[src/rtl/adc_ctrl_serial.sv]
// adc_ctrl_serial
// Turns the 32-bit software control word into a 19-bit frame on the ADC's
// 3-wire configuration port. A frame is sent only when bit 31 of the word
// toggles, so writing the same word again does not send it again.
//
// Ports
//   user_clk    in   block clock, rising edge
//   user_rst    in   asynchronous active-high reset
//   ctrl_word   in   [31] launch toggle, [18:16] ADC address, [15:0] data
//   adc_sclk    out  serial clock; the ADC samples on the rising edge
//   adc_sdata   out  serial data, MSB first
//   adc_sle_n   out  serial load enable, active low
//   busy        out  high from the SLE_n fall to the end of GAP
//   status_out  out  {busy, 15'b0, xfer_count[15:0]}
//
// state | meaning
// ARM   | first cycle after reset; takes the current toggle as already sent
// IDLE  | port idle, waiting for bit 31 to differ from last_tog
// SETUP | SLE_n low, SCLK low, first bit held on SDATA
// SHIFT | 19 SCLK periods; the next bit goes onto SDATA on each falling edge
// HOLD  | SCLK low, SLE_n still low after the last bit
// GAP   | SLE_n high, busy still set, before the port is free again
module adc_ctrl_serial #(
    parameter int unsigned CLK_DIV = 8
) (
    input  logic        user_clk,
    input  logic        user_rst,
    input  logic [31:0] ctrl_word,
    output logic        adc_sclk,
    output logic        adc_sdata,
    output logic        adc_sle_n,
    output logic        busy,
    output logic [31:0] status_out
);

    typedef enum logic [2:0] {ARM, IDLE, SETUP, SHIFT, HOLD, GAP} state_t;

    localparam logic [7:0] PHASE_LOAD = 8'(CLK_DIV - 1);
    localparam logic [4:0] LAST_BIT   = 5'd18;

    state_t      state_q;
    logic [31:0] cw_q;
    logic        last_tog_q;
    logic [18:0] shift_q;
    logic [7:0]  phase_q;
    logic [4:0]  bit_q;
    logic        sclk_q;
    logic        sdata_q;
    logic        sle_n_q;
    logic        busy_q;
    logic [15:0] xfer_count_q;
    logic [15:0] xfer_count_d;
    logic        launch_req;
    logic [18:0] frame;
    logic        unused_cw;

    assign launch_req   = (cw_q[31] != last_tog_q);
    assign frame        = {cw_q[18:16], cw_q[15:0]};
    assign xfer_count_d = xfer_count_q + 16'd1;
    assign unused_cw    = ^cw_q[30:19];

    always_ff @(posedge user_clk or posedge user_rst) begin
        if (user_rst) begin
            cw_q <= '0;
        end else begin
            cw_q <= ctrl_word;
        end
    end

    always_ff @(posedge user_clk or posedge user_rst) begin
        if (user_rst) begin
            state_q      <= ARM;
            last_tog_q   <= 1'b0;
            shift_q      <= '0;
            phase_q      <= '0;
            bit_q        <= '0;
            sclk_q       <= 1'b0;
            sdata_q      <= 1'b0;
            sle_n_q      <= 1'b1;
            busy_q       <= 1'b0;
            xfer_count_q <= '0;
        end else begin
            unique case (state_q)
                ARM: begin
                    // cw_q still holds its reset value on this edge, so the
                    // toggle is taken from the word being registered right now.
                    // A word left set across reset is then never re-sent.
                    last_tog_q <= ctrl_word[31];
                    state_q    <= IDLE;
                end
                IDLE: begin
                    if (launch_req) begin
                        shift_q    <= frame;
                        last_tog_q <= cw_q[31];
                        sle_n_q    <= 1'b0;
                        sdata_q    <= frame[18];
                        busy_q     <= 1'b1;
                        phase_q    <= PHASE_LOAD;
                        state_q    <= SETUP;
                    end
                end
                SETUP: begin
                    if (phase_q == 8'd0) begin
                        sclk_q  <= 1'b1;
                        bit_q   <= 5'd0;
                        phase_q <= PHASE_LOAD;
                        state_q <= SHIFT;
                    end else begin
                        phase_q <= phase_q - 8'd1;
                    end
                end
                SHIFT: begin
                    if (phase_q != 8'd0) begin
                        phase_q <= phase_q - 8'd1;
                    end else begin
                        phase_q <= PHASE_LOAD;
                        if (sclk_q) begin
                            sclk_q <= 1'b0;
                            // the last bit stays on SDATA through its low phase
                            if (bit_q != LAST_BIT) begin
                                sdata_q <= shift_q[17];
                                shift_q <= {shift_q[17:0], 1'b0};
                            end
                        end else if (bit_q == LAST_BIT) begin
                            state_q <= HOLD;
                        end else begin
                            sclk_q <= 1'b1;
                            bit_q  <= bit_q + 5'd1;
                        end
                    end
                end
                HOLD: begin
                    if (phase_q == 8'd0) begin
                        sle_n_q      <= 1'b1;
                        sdata_q      <= 1'b0;
                        xfer_count_q <= xfer_count_d;
                        phase_q      <= PHASE_LOAD;
                        state_q      <= GAP;
                    end else begin
                        phase_q <= phase_q - 8'd1;
                    end
                end
                GAP: begin
                    if (phase_q == 8'd0) begin
                        busy_q  <= 1'b0;
                        state_q <= IDLE;
                    end else begin
                        phase_q <= phase_q - 8'd1;
                    end
                end
                default: state_q <= ARM;
            endcase
        end
    end

    assign adc_sclk   = sclk_q;
    assign adc_sdata  = sdata_q;
    assign adc_sle_n  = sle_n_q;
    assign busy       = busy_q;
    assign status_out = {busy_q, 15'b0, xfer_count_q};

endmodule

[config.mk]
export PLATFORM = sky130hd
export DESIGN_NAME = adc_ctrl_serial
export DESIGN_NICKNAME = d
export VERILOG_FILES = /design/src/rtl/adc_ctrl_serial.sv
export SDC_FILE = /design/constraint.sdc
export NUM_CORES = 1
export LEC_CHECK = 0
export BUFFER_PORTS_ARGS = -buffer_cell sky130_fd_sc_hd__buf_2
export CORE_MARGIN = 5
export CORE_UTILIZATION = 35
export DETAILED_ROUTE_END_ITERATION = 12
export PLACE_DENSITY = 0.52
export SYNTH_ARGS = -nofsm -noshare
export SYNTH_HDL_FRONTEND = slang
export SYNTH_SLANG_ARGS = --single-unit
[constraint.sdc]
create_clock -name user_clk -period 3.1 [get_ports user_clk]
set_clock_uncertainty 0.2 [all_clocks]
set_input_delay 0 -clock user_clk [delete_from_list [all_inputs] [get_ports user_clk]]
set_output_delay 0 -clock user_clk [all_outputs]
set_load 0.005 [all_outputs]
* After elaboration in Yosys (flattened, before gate mapping) *
Index checks and enable logic that the tools add are counted.

word-level totals
  bits in registers = 87
  word-level logic and storage cells = 94
  input port bits = 34
  output and inout port bits = 36

cells by class
  $add $sub $neg = 3
  eq/ne operators = 19
  reductions and logical operators = 21
  multiplexer cells = 40

operators with widths
  cell                   number
  $mux 18                4
  $pmux 18 s2            1
  $mux 8                 4
  $pmux 8 s4             1
  $ne 2x2->1 const B     11
  $mux 3                 7
  $mux 5                 4
  $pmux 3 s6             1
  $add 16x1->16 const B  1
  $mux 1                 12
  $reduce_and 3->1       4
  $pmux 5 s2             1
  $reduce_and 5->1       2
  $reduce_bool 2->1      5
  $logic_not 8->1        1
  $pmux 1 s2             4
  $reduce_bool 8->1      1
  $sub 8x1->8 const B    1
  $reduce_and 7->1       1
  $eq 3x2->1 const B     2
  $eq 3x3->1 const B     2
  $reduce_and 6->1       1
  $add 5x1->5 const B    1
  $eq 5x5->1 const B     1
  other kinds (9)        10

* Depth between registers and ports, before layout *
  word-level depth = 5
  gate-level depth with buffers = 7
  gate-level depth less buffers = 6

* Least setup slack after synthesis *
OpenSTA, ideal clock, no wires.

  path kind = register -> register
  start point = register phase_q[0]
  end point = register shift_q[10]
  buffers on the path = 1
  stages on the path, launching flop included = 8
  clock period less this slack = 2.268 ns
  path slack = 0.832 ns
  library setup time = 0.125 ns
  required time = 2.775 ns
  data arrival time = 1.943 ns
  cells stage by stage = dfrtp_1 > inv_1 > ha_1 > nor4b_4 > nand4_2 > a21oi_4 > buf_6 > mux2_2

on the way
  cells in the longest elaborated chain, start to end = 3

RTL lines
  element                            line  source
  from (decl)                        45    logic [7:0] phase_q;
  from (signal assigned)             109   phase_q <= phase_q - 8'd1;
  from (signal assigned)             114   phase_q <= phase_q - 8'd1;
  from (signal assigned)             140   phase_q <= phase_q - 8'd1;
  $reduce_bool 8->1                  113   if (phase_q != 8'd0) begin
  $ne 2x2->1 (no source line)        --
  $reduce_and 5->1 (no source line)  --
  to (signal assigned)               93    shift_q <= frame;
  to (signal assigned)               122   shift_q <= {shift_q[17:0], 1'b0};
  to (decl)                          44    logic [18:0] shift_q;

No other way between the ends.
A chain may end at the register's enable or synchronous reset.

* Final worst setup path *
  start point = register phase_q[0]
  end point = register shift_q[9]

Same word-level chain as after synthesis.

==> results_dict.tcl <==
set metrics [dict create \
    worst_skew_pair.late_latency_ns 0.34 \
    timing.fmax_ghz 0.406 \
    reg2regPathDepth 7 \
    startpoint "phase_q[0]" \
    netlist_area_mm2 0.00356 \
    hp-class "in -> reg" \
    synth_area_leader_cell "dfrtp_1" \
    met1Wirelength_um 3210 \
    status "finished, final reports clean" \
    h-tree-depth 3 \
    cts_sinks 75 \
    ant_nets 0 \
    wl_met3_um 375 \
    synth_top_cells_by_count "74 x dfrtp_1, 36 x mux2_2, 18 x nand2_1, 18 x nand3_1, 16 x buf_4" \
    rrSetupSlack_ns 0.64 \
    row_count 36 \
    fin_area_mm2 0.00433 \
    wl_um 6810 \
    drc 0 \
    cp-start-kind "flip-flop" \
    clk_path_buf_depth 2 \
    cts_resized 0 \
    holdCritStartpoint "ctrl_word[15]" \
    maxSlewViolCount 0 \
    wire_per_inst_um 13.2 \
    synth_edf_count 0 \
    crit_path_end_kind "flip-flop" \
    synth_flop_cell "dfrtp_1" \
    top_layer "met4" \
    area_delta_synth_final_pct 21.8 \
    synth.distinct_cells 56 \
    ir_drop_uv 360 \
    yosys_warnings 0 \
    track_usage 0.119 \
    worstHoldPathCells 2 \
    critical_path.max_stage_delay_ns 0.44 \
    synth.yosys.seq_area_share 0.528 \
    placedInstanceArea_mm2 0.00388 \
    yosysMostFrequentCell "dfrtp_1" \
    slew_headroom 0.629 \
    ys_seq_elements 75 \
    cts_made_buffers 9 \
    core-area_mm2 0.00986 \
    cp_data_arrival_time_ns 2.50 \
    vias 2466 \
    final_net_count 415 \
    worstPathRequired_ns 3.13 \
    hold_viol_final 0 \
    crit_type "reg -> reg" \
    ios 70 \
    antenna_found_initial 0 \
    finalSetupTns_ns 0 \
    setup_viol 0 \
    path_cells "inv_1, ha_1, nor4b_4, nand4_2, a21oi_4, buf_4, mux2_2" \
    leakage_nw 1.95 \
    synthCells 305 \
    cts.clk_slew.worst_paths_ns 0.09 \
    drtIter0Drc 107 \
    comb_power_share 0.338 \
    final.fill_count 958 \
    cts.root.buffer_cell "clkbuf_8" \
    fp.dieArea_mm2 0.0123 \
    first_pass_iters 4 \
    cell_internal_pwr_mw 2.29 \
    yosys.area.top_type_share 0.520 \
    totalPowerFinal_mw 3.42 \
    r2r-start "phase_q[0]" \
    viasPerCell 4.79 \
    async_flop_share 1.00 \
    cts_tree "yes" \
    final_cells 515 \
    ys_top_cells_by_area "dfrtp_1 52%, mux2_2 11%, buf_4 3.4%, nand3_1 2.5%, xnor2_1 2.2%" \
    grt_pass1_vias 2460 \
    diodes 0 \
    cp_slowest_cell "nor4b_4" \
    syn_avg_cell_area_um2 11.7 \
    grt_first_pass_wirelength_um 12100 \
    route.met2.wl_um 3160 \
    fin_crit_sh 0.795 \
    initial_core_util 0.361 \
    gp_congestion 0.772 \
    endpoint "shift_q[9]" \
    dp_cells 477 \
    holdBufCountCts 22 \
    drv_cap 0 \
    post-route-min-period_ns 2.46 \
    p_clk_frac 0.254 \
    p_sw_mw 1.13 \
    die_h_um 111 \
    path_max_fanout 18 \
    io_buffers 42 \
    die_x_um 111 \
    grt_max_degree 33 \
    worstReg2RegEnd "shift_q[9]" \
    tightest_slew_ns 0.555 \
    drive_gt1_frac 0.312 \
    pwr-share-seq 0.408 \
    cts_setup_buffers 0 \
    rsz0062_at_grt "false" \
    swShare 0.330 \
    dp.final_hpwl_um 4680 \
    powerDensity_mw_per_mm2 788 \
    overflow 0 \
]
==> sequential cells by signal, summed over array words and instances, names as in the netlist <==
register      cells
adc_sle_n         1
state_q           3
last_tog_q        1
adc_sclk          1
busy              1
phase_q           8
cw_q             20
adc_sdata         1
xfer_count_q     16
shift_q          18
bit_q             5
==> worst min path at each step <==
stage	slack, ns	endpoint
CTS	0.06	cw_q[15]
floorplan	-0.17	cw_q[0]
global placement	-0.22	xfer_count_q[0]
global route	0.07	cw_q[5]
finish	0.08	cw_q[15]
detailed placement	-0.22	xfer_count_q[0]
==> layer usage <==
layer / vias to the layer above / track usage
met5: - / 0
met4: 0 / 0.0271
met3: 5 / 0.0448
met2: 60 / 0.181
met1: 1190 / 0.160
li1: 1211 / -
==> cell usage in the layout, fill, tap and decap left out, drive strengths merged, types with 2 or more instances in the layout <==
| cell | netlist | routed |
|---|---|---|
| mux2 | 36 | 36 |
| xnor2 | 9 | 9 |
| o211ai | 3 | 3 |
| ha | 4 | 4 |
| bufinv | 0 | 2 |
| dlygate4sd3 | 0 | 22 |
| and2 | 2 | 2 |
| inv | 9 | 12 |
| a21o | 2 | 2 |
| a32oi | 3 | 3 |
| o21ai | 9 | 9 |
| dfrtp | 74 | 74 |
| nor2b | 2 | 2 |
| nor3 | 13 | 13 |
| nand4 | 8 | 8 |
| o2bb2ai | 4 | 4 |
| xor2 | 9 | 9 |
| nand2b | 2 | 2 |
| clkbuf | 5 | 10 |
| a21oi | 8 | 8 |
| or3b | 2 | 2 |
| nor2 | 12 | 12 |
| or4 | 2 | 2 |
| o31ai | 6 | 6 |
| buf | 22 | 52 |
| nand2 | 18 | 18 |
| conb | 1 | 15 |
| nand3 | 18 | 18 |
==> worst max-delay path, delay by kind of cell (launching register included) <==
kind / cells / cell delay (ns)
and+or+nand+nor: 2 / 0.65
DFF: 1 / 0.41
muxes: 1 / 0.36
buffers and inverters: 2 / 0.34
adders and majority gates: 1 / 0.22
AOI/OAI and AO/OA: 1 / 0.17
==> metrics by stage <==
step,hold slack (ns),utilization,setup WS [ns]
finish,0.0806,0.439,0.637
floorplan,-0.169,-,0.832
CTS,0.0592,0.439,0.619
detailed placement,-0.221,0.394,0.630
global placement,-0.222,0.394,0.627
global route,0.0690,0.439,0.467
==> power by group through the flow <==
stage                     clock network [mW]  registers [mW]  logic [mW]
after floorplan                            0            1.34       0.980
after global placement                     0            1.41        1.14
after detailed placement                   0            1.41        1.15
after CTS                              0.895            1.39        1.18
after global routing                   0.946            1.43        1.30
final                                  0.868            1.39        1.16
==> logic make-up (layout without fill, tap and decap cells) <==
group | Yosys count | count (layout) | synth area share
muxes | 37 | 37 | 0.117
adders and majority gates | 4 | 4 | 0.0141
and+or+nand+nor | 90 | 90 | 0.149
xor gates and xnor gates | 18 | 18 | 0.0443
AOI/OAI and AO/OA | 44 | 44 | 0.0872
DFF | 75 | 75 | 0.528
other | 1 | 15 | 0.00105
buffers and inverters | 36 | 99 | 0.0601
==> final cells by class <==
| cell class | instances | area [µm²] | share of cell area |
|---|---|---|---|
| Clock buffer | 10 | 138 | 0.0318 |
| Clock inverter | 6 | 93.8 | 0.0217 |
| Inverter | 9 | 33.8 | 0.00779 |
| Multi-Input combinational cell | 208 | 1520 | 0.350 |
| Sequential cell | 75 | 1880 | 0.433 |
| Tap cell | 133 | 166 | 0.0384 |
| Timing Repair Buffer | 74 | 505 | 0.117 |
No activity file was read; power rests on OpenSTA's default activity.
